## config.mk

```make
export PLATFORM = sky130hd
export DESIGN_NAME = chacha_inv_rounds
export DESIGN_NICKNAME = d
export VERILOG_FILES = /design/src/rtl/chacha_pkg.sv /design/src/rtl/chacha_inv_quarterround.sv /design/src/rtl/chacha_inv_rounds.sv
export SDC_FILE = /design/constraint.sdc
export NUM_CORES = 2
export LEC_CHECK = 0
export BUFFER_PORTS_ARGS = -buffer_cell sky130_fd_sc_hd__buf_2
export CAP_MARGIN = 20
export CORE_AREA = 2 2 401 403
export DETAILED_ROUTE_END_ITERATION = 10
export DIE_AREA = 0 0 403 405
export SYNTH_ARGS = -nofsm -noshare
export SYNTH_HDL_FRONTEND = slang
export SYNTH_SLANG_ARGS = --single-unit
```

## constraint.sdc

```tcl
create_clock -name clk -period 9.6 [get_ports clk]
set_input_delay 1.44 -clock clk [delete_from_list [all_inputs] [get_ports clk]]
set_output_delay 1.44 -clock clk [all_outputs]
set_load 0.05 [all_outputs]
```

## src/rtl/chacha_pkg.sv

```systemverilog
// Shared ChaCha definitions: word type, rotation amounts, quarter-round
// index groups and the round-engine FSM encoding.
package chacha_pkg;

  typedef logic [31:0] word_t;

  typedef enum logic [1:0] {
    IDLE = 2'd0,
    RUN  = 2'd1,
    DONE = 2'd2
  } fsm_t;

  localparam int unsigned ROT_A = 16;
  localparam int unsigned ROT_B = 12;
  localparam int unsigned ROT_C = 8;
  localparam int unsigned ROT_D = 7;

  // Word indices (a,b,c,d) of the four parallel quarter rounds.
  localparam logic [3:0] COL_IDX [4][4] = '{
    '{4'd0, 4'd4, 4'd8,  4'd12},
    '{4'd1, 4'd5, 4'd9,  4'd13},
    '{4'd2, 4'd6, 4'd10, 4'd14},
    '{4'd3, 4'd7, 4'd11, 4'd15}
  };

  localparam logic [3:0] DIAG_IDX [4][4] = '{
    '{4'd0, 4'd5, 4'd10, 4'd15},
    '{4'd1, 4'd6, 4'd11, 4'd12},
    '{4'd2, 4'd7, 4'd8,  4'd13},
    '{4'd3, 4'd4, 4'd9,  4'd14}
  };

  function automatic word_t ror(input word_t x, input int unsigned n);
    return (x >> n) | (x << (32 - n));
  endfunction

endpackage

```

## src/rtl/chacha_inv_quarterround.sv

```systemverilog
// Combinational inverse ChaCha quarter round: undoes the forward steps in
// reverse order (rotate right, xor, then subtract).
module chacha_inv_quarterround
  import chacha_pkg::*;
(
  input  word_t a,
  input  word_t b,
  input  word_t c,
  input  word_t d,
  output word_t a_res,
  output word_t b_res,
  output word_t c_res,
  output word_t d_res
);

  word_t a1, b1, c1, d1, b2, d2;

  assign b1    = ror(b, ROT_D) ^ c;
  assign c1    = c - d;
  assign d1    = ror(d, ROT_C) ^ a;
  assign a1    = a - b1;
  assign b2    = ror(b1, ROT_B) ^ c1;
  assign c_res = c1 - d1;
  assign d2    = ror(d1, ROT_A) ^ a1;
  assign a_res = a1 - b2;
  assign b_res = b2;
  assign d_res = d2;

endmodule

```

## src/rtl/chacha_inv_rounds.sv

```systemverilog
// Iterative inverse ChaCha core: recovers the pre-round state from the
// post-round state, one inverse half-round per clock.
module chacha_inv_rounds
  import chacha_pkg::*;
#(
  parameter int ROUNDS = 20
) (
  input  logic         clk,
  input  logic         rst_n,
  input  logic         in_valid,
  output logic         in_ready,
  input  logic [511:0] in_state,
  output logic         out_valid,
  input  logic         out_ready,
  output logic [511:0] out_state
);

  localparam int CW = (ROUNDS > 1) ? $clog2(ROUNDS) : 1;

  fsm_t          fsm_reg, fsm_next;
  logic [CW-1:0] cnt_reg;
  word_t         words_reg   [16];
  word_t         round_words [16];
  word_t         q_in        [4][4];
  word_t         q_out       [4][4];
  logic          odd_round;
  logic          last_round;
  logic          accept;

  // Forward rounds end on a diagonal round, so inversion starts with diagonals.
  assign odd_round  = cnt_reg[0];
  assign last_round = (cnt_reg == CW'(ROUNDS - 1));
  assign accept     = in_valid && in_ready;

  for (genvar gi = 0; gi < 4; gi++) begin : g_qr
    for (genvar gj = 0; gj < 4; gj++) begin : g_sel
      assign q_in[gi][gj] = odd_round ? words_reg[COL_IDX[gi][gj]]
                                      : words_reg[DIAG_IDX[gi][gj]];
    end

    chacha_inv_quarterround u_qr (
      .a     (q_in[gi][0]),
      .b     (q_in[gi][1]),
      .c     (q_in[gi][2]),
      .d     (q_in[gi][3]),
      .a_res (q_out[gi][0]),
      .b_res (q_out[gi][1]),
      .c_res (q_out[gi][2]),
      .d_res (q_out[gi][3])
    );
  end

  always_comb begin
    round_words = words_reg;
    for (int g = 0; g < 4; g++) begin
      for (int p = 0; p < 4; p++) begin
        if (odd_round) round_words[COL_IDX[g][p]]  = q_out[g][p];
        else           round_words[DIAG_IDX[g][p]] = q_out[g][p];
      end
    end
  end

  always_comb begin
    fsm_next  = fsm_reg;
    in_ready  = 1'b0;
    out_valid = 1'b0;
    case (fsm_reg)
      IDLE: begin
        in_ready = 1'b1;
        if (in_valid) fsm_next = RUN;
      end
      RUN: begin
        if (last_round) fsm_next = DONE;
      end
      DONE: begin
        out_valid = 1'b1;
        if (out_ready) fsm_next = IDLE;
      end
      default: fsm_next = IDLE;
    endcase
  end

  always_ff @(posedge clk or negedge rst_n) begin
    if (!rst_n) begin
      fsm_reg <= IDLE;
      cnt_reg <= '0;
      for (int k = 0; k < 16; k++) words_reg[k] <= '0;
    end else begin
      fsm_reg <= fsm_next;
      if (accept) begin
        cnt_reg <= '0;
        for (int k = 0; k < 16; k++) words_reg[k] <= in_state[32*k +: 32];
      end else if (fsm_reg == RUN) begin
        words_reg <= round_words;
        if (!last_round) cnt_reg <= cnt_reg + CW'(1);
      end
    end
  end

  for (genvar gi = 0; gi < 16; gi++) begin : g_out
    assign out_state[32*gi +: 32] = words_reg[gi];
  end

endmodule

```

# --- Word level (Yosys, flattened, before mapping) ---
# Index checks and enable logic that the tools add are counted.
op_classes:
  n_addsub: 17
  eq_ne: 7
  muxes: 35
  bitwise: 32
  n_reduce_logical: 5
op_table:
  columns: ["op", "n"]
  rows:
  - ["2-to-1 mux 512 bit", 2]
  - ["2-to-1 mux 32 bit", 24]
  - ["subtractor 32 bit", 16]
  - ["XOR 32 bit", 16]
  - ["OR 16 x 32 -> 32 bit", 4]
  - ["OR 20 x 32 -> 32 bit", 4]
  - ["OR 24 x 32 -> 32 bit", 4]
  - ["OR 25 x 32 -> 32 bit", 4]
  - ["2-to-1 mux 5 bit", 3]
  - ["2-to-1 mux 2 bit", 3]
  - ["!= test 2 bit (second input constant)", 3]
  - ["case mux 2 bit (3 select lines)", 1]
  - ["adder 5 x 1 -> 5 bit (second input constant)", 1]
  - ["equality test 5 bit (second input constant)", 1]
  - ["AND reduction 3 bit", 1]
  - ["equality test 2 x 1 -> 1 bit (second input constant)", 1]
  - ["equality test 2 bit (second input constant)", 1]
  - ["logical NOT 2 bit", 1]
  - ["2-to-1 mux 1 bit", 2]
  - ["!= test 2 x 1 -> 1 bit (second input constant)", 1]
  - ["AND reduction 2 bit", 1]
  - ["nonzero test 2 bit", 1]
  - ["logical AND 1 bit", 1]
totals:
  regBits: 519
  in_bits: 516
  wordCells: 114

# --- Depth between registers and ports, before layout ---
logic_depth:
  depth_word: 8
  mapped_depth: 37
  depth_no_buf: 29

# --- Modules after synthesis ---
# A second synthesis with hierarchy kept.
hier_totals:
  cells_unflattened: 7877
  hier_area_um2: 64267.9
by_module_without_submodules:
  columns: ["module", "instances", "cells_each", "area_per_inst_um2", "seq_area_each_um2"]
  rows:
  - ["chacha_inv_rounds", 1, 3819, 34450.5, 12987.5]
  - ["chacha_inv_quarterround at g_qr[3].u_qr", 1, 1025, 7572.3, 0.0]
  - ["chacha_inv_quarterround at g_qr[0].u_qr", 1, 1035, 7454.6, 0.0]
  - ["chacha_inv_quarterround at g_qr[2].u_qr", 1, 1008, 7425.9, 0.0]
  - ["chacha_inv_quarterround at g_qr[1].u_qr", 1, 990, 7364.6, 0.0]

# --- Worst setup path after synthesis ---
# OpenSTA, ideal clock, no wires.
synth_timing:
  path_kind: "register -> register"
  from: "reg cnt_reg[0]"
  to: "reg words_reg, in the netlist out_state[127]"
  arrival_ns: 7.694
  required_ns: 9.535
  setup_slack_ns: 1.841
  stages_incl_launch_ff: 37
  n_path_buf: 12
  period_less_slack_ns: 7.759
  cell_sequence: "dfrtp_1 buf_4 buf_4 buf_4 buf_4 buf_4 buf_4 buf_2 buf_2 buf_4 buf_2 clkbuf_1 buf_2 mux2_2 ha_1 a21o_1 a21o_1 a21o_1 a21o_1 a221oi_2 o21ai_0 a21oi_1 xnor2_1 xor2_1 ha_1 and3_1 a21oi_1 o21bai_1 a21o_1 a21oi_1 o21ai_0 a21o_1 a211oi_1 o21bai_1 xnor3_1 o21ai_1 o21a_1"
synth_via:
  elab_chain_len: 8
  elab_cells_between_ends: 12
  classes_between: "add/sub: 3; mux: 5; bitwise: 4"
synth_rtl:
  columns: ["element", "line", "text"]
  rows:
  - ["from (decl)", "chacha_inv_rounds.sv:21", "logic [CW-1:0] cnt_reg;"]
  - ["from (signal assigned)", "chacha_inv_rounds.sv:95", "if (!last_round) cnt_reg <= cnt_reg + CW'(1);"]
  - ["branches (longest 5 deep; another with subtractor 32 bit)", null, null]
  - ["subtractor 32 bit *", "chacha_inv_quarterround.sv:25", "assign a_res = a1 - b2;"]
  - ["2-to-1 mux 512 bit *", "chacha_inv_rounds.sv:93", "end else if (fsm_reg == RUN) begin"]
  - ["2-to-1 mux 512 bit *", "chacha_inv_rounds.sv:90", "if (accept) begin"]
  - ["to (signal assigned)", "chacha_inv_rounds.sv:94", "words_reg <= round_words;"]
  - ["to (decl)", "chacha_inv_rounds.sv:22", "word_t words_reg [16];"]
# Every way passes the cells marked *. The select of a mux whose other input is x is not followed.
# A chain may end at the register's enable or synchronous reset.

# --- Worst setup path in the final report ---
layout_timing:
  from: "reg cnt_reg[0]"
  to: "reg words_reg, in the netlist out_state[126]"
# Same word-level chain as after synthesis.

==> impl_metrics.ini <==
[critical_path]
crit_type = reg2reg
worstPathMaxFanout = 27
start_kind = flip-flop
required_ps = 10200
arrival_ps = 9110
cp-end-kind = flip-flop

[sta]
min_period_over_period = 0.887
skew_ps = 61.1
finalMaxSlewViolations = 0
hold_viol = 0
max_freq_mhz = 117
min_period_ps = 8510
relSlewSlack = 0.0498
totalNegativeSetupSlack_ps = 0
tightest_slew_ps = 1420
whs_ps = 548
setup_violations = 0
rsz0062_at_grt = false

[yosys]
synth.yosys.seq_area_share = 0.218
syn_inst = 7598
synthFlopType = dfrtp_1
synth_area_um2 = 59600
syn_nets = 8611
synth.top_cells.by_area = dfrtp_1 22%, ha_1 10%, xnor2_1 8.2%
ys.warnings.count = 0
yosysTopAreaCellShare = 0.218
ys_ff_latch = 519
async_reset_ff_frac = 1.00
avgSynthCellArea_um2 = 7.85
synth_largest_area_cell = dfrtp_1
synth_cell_types = 104
synth_edf_count = 0

[clock_network]
cts_setup_buffers = 0
ctsResizeCount = 0
clk_path_buf_depth = 3
cts_tree = done
clock_tree.root_cell = clkbuf_16
path_clk_slew_ps = 70
clock-sinks = 519
cts_buffers = 60
htree_levels = 2
hold_buffers = 0
clock_latency_ps = 770

[floorplanning]
num_io_pins = 1030
core_area_um2 = 159000
die_y_um = 405
dieArea_um2 = 163000
die_w_um = 403
rows = 147
initial_core_util = 0.374

[drt]
ant_nets = 0
drc = 0
drt_iter0_markers = 13100
wl_per_cell_um = 45.4
avgViaCountPerCell = 6.80
drt_wl_total_mm = 492
dr.pass1.iters = 9
vias = 73700

[outcome]
status = finished, final reports clean

[layout]
seq_area_um2 = 13000
syn2layout_area_growth_pct = 19.1
layout.nets = 9638
n_fill_cell = 16400
final_common_cell = buf_2
layout_common_cells = 1,028 x buf_2, 773 x nor2_1, 720 x nand2_1
final_util = 0.446
drive_gt1_frac = 0.196
multi_input_area_um2 = 44600
largest_reg_flops = 512

[global_routing]
grt_max_degree = 256
grt_pass1_wl_mm = 622
grt_pass1_vias = 65500
overflow = 0
antenna_found_initial = 92
grt_usage = 0.576

[placed_design]
place_congestion = 1.18
post-dp-hpwl_mm = 417
io_buffer_count = 1029

[worst_hold_path]
hold_class = reg2reg

[flow_run]
max-cap-violations = 0
==> synthesized netlist by cell type (55+ instances only) <==
cell / number
mux2_2: 122
inv_1: 236
nor2_1: 778
xor2_1: 450
buf_2: 56
or3_1: 66
dfrtp_1: 519
o21ai_0: 684
ha_1: 481
nand2b_1: 73
o211ai_1: 68
nor3_1: 102
nor2b_1: 76
xnor2_1: 560
a211oi_1: 89
a22oi_1: 75
a21o_1: 191
a21oi_1: 693
nand2_1: 721
a31oi_1: 78
o22ai_1: 82
nand3_1: 78
clkbuf_1: 261
mux2i_1: 325
o21a_1: 77
and3_1: 55
==> worst paths after layout <==
path | start | endpoint | slack [ps] | cells past startpoint
worst max-delay path | cnt_reg[0] | out_state[126] | 1090 | 23
worst min register to register | out_state[332] | out_state[332] | 550 | 2
worst min-delay path | out_state[332] | out_state[332] | 550 | 2
min in group asynchronous | rst_n | out_state[242] | 650 | 1
worst max register to register | cnt_reg[0] | out_state[126] | 1090 | 23
max in group asynchronous | rst_n | out_state[69] | 6850 | 3
==> per-layer routing <==
metal  routed length [µm]  track usage  vias up
li1                     -            -    29300
met1               170000        0.647    35700
met2               193000        0.799     6699
met4                61900        0.583       44
met5                  791       0.0169        -
met3                66000        0.241     1968
==> logic make-up (layout without fill, tap and decap cells) <==
group           count (synthesis)  in the layout  synth area share
compound gates               2381           2381             0.245
simple gates                 2107           2107             0.156
xor+xnor                     1028           1028             0.155
buf+inv                       610           1685            0.0405
flops                         519            519             0.218
fa+ha+maj                     505            505             0.108
mux                           448            448            0.0778
other cells                     0             83                 0
==> final cells by class <==
type                    instances  area share
well taps                    2086      0.0367
multi-input cells            6469       0.628
flip-flops and latches        519       0.183
diodes                         83     0.00292
inverters                     238      0.0127
repair buffers               1337       0.107
clock inverters                36     0.00669
clock buffers                  74      0.0231
==> metrics by stage <==
step | setup WS [ps] | std cells | cell area [µm²]
final | 1090 | 10800 | 71100
after global routing | 999 | 10800 | 70900
after CTS | 1320 | 10700 | 70700
after detailed placement | 1370 | 10600 | 68600
after global placement | 1390 | 10600 | 68400
after floorplan | 1840 | 7598 | 59600
==> critical path: stages (launching register included) <==
cell and delay (ps):
dfrtp_4 810, buf_4 380, mux2_2 430, xor2_1 1020, ha_1 460, nor2b_1 170, a311oi_1 520, o31ai_1 260
o211ai_1 460, or3b_2 490, and2_1 190, nor2_1 340, ha_1 300, and3_1 210, and2_1 250, and3_1 190
o311a_1 190, nor2_1 90, a211oi_1 470, a31oi_1 210, o31ai_1 460, o31ai_1 160, xor2_1 190, a21oi_1 90
Power is left out: the tool's default activity adds up to more than one toggle a clock period on the data nets, which glitch-free logic cannot reach.
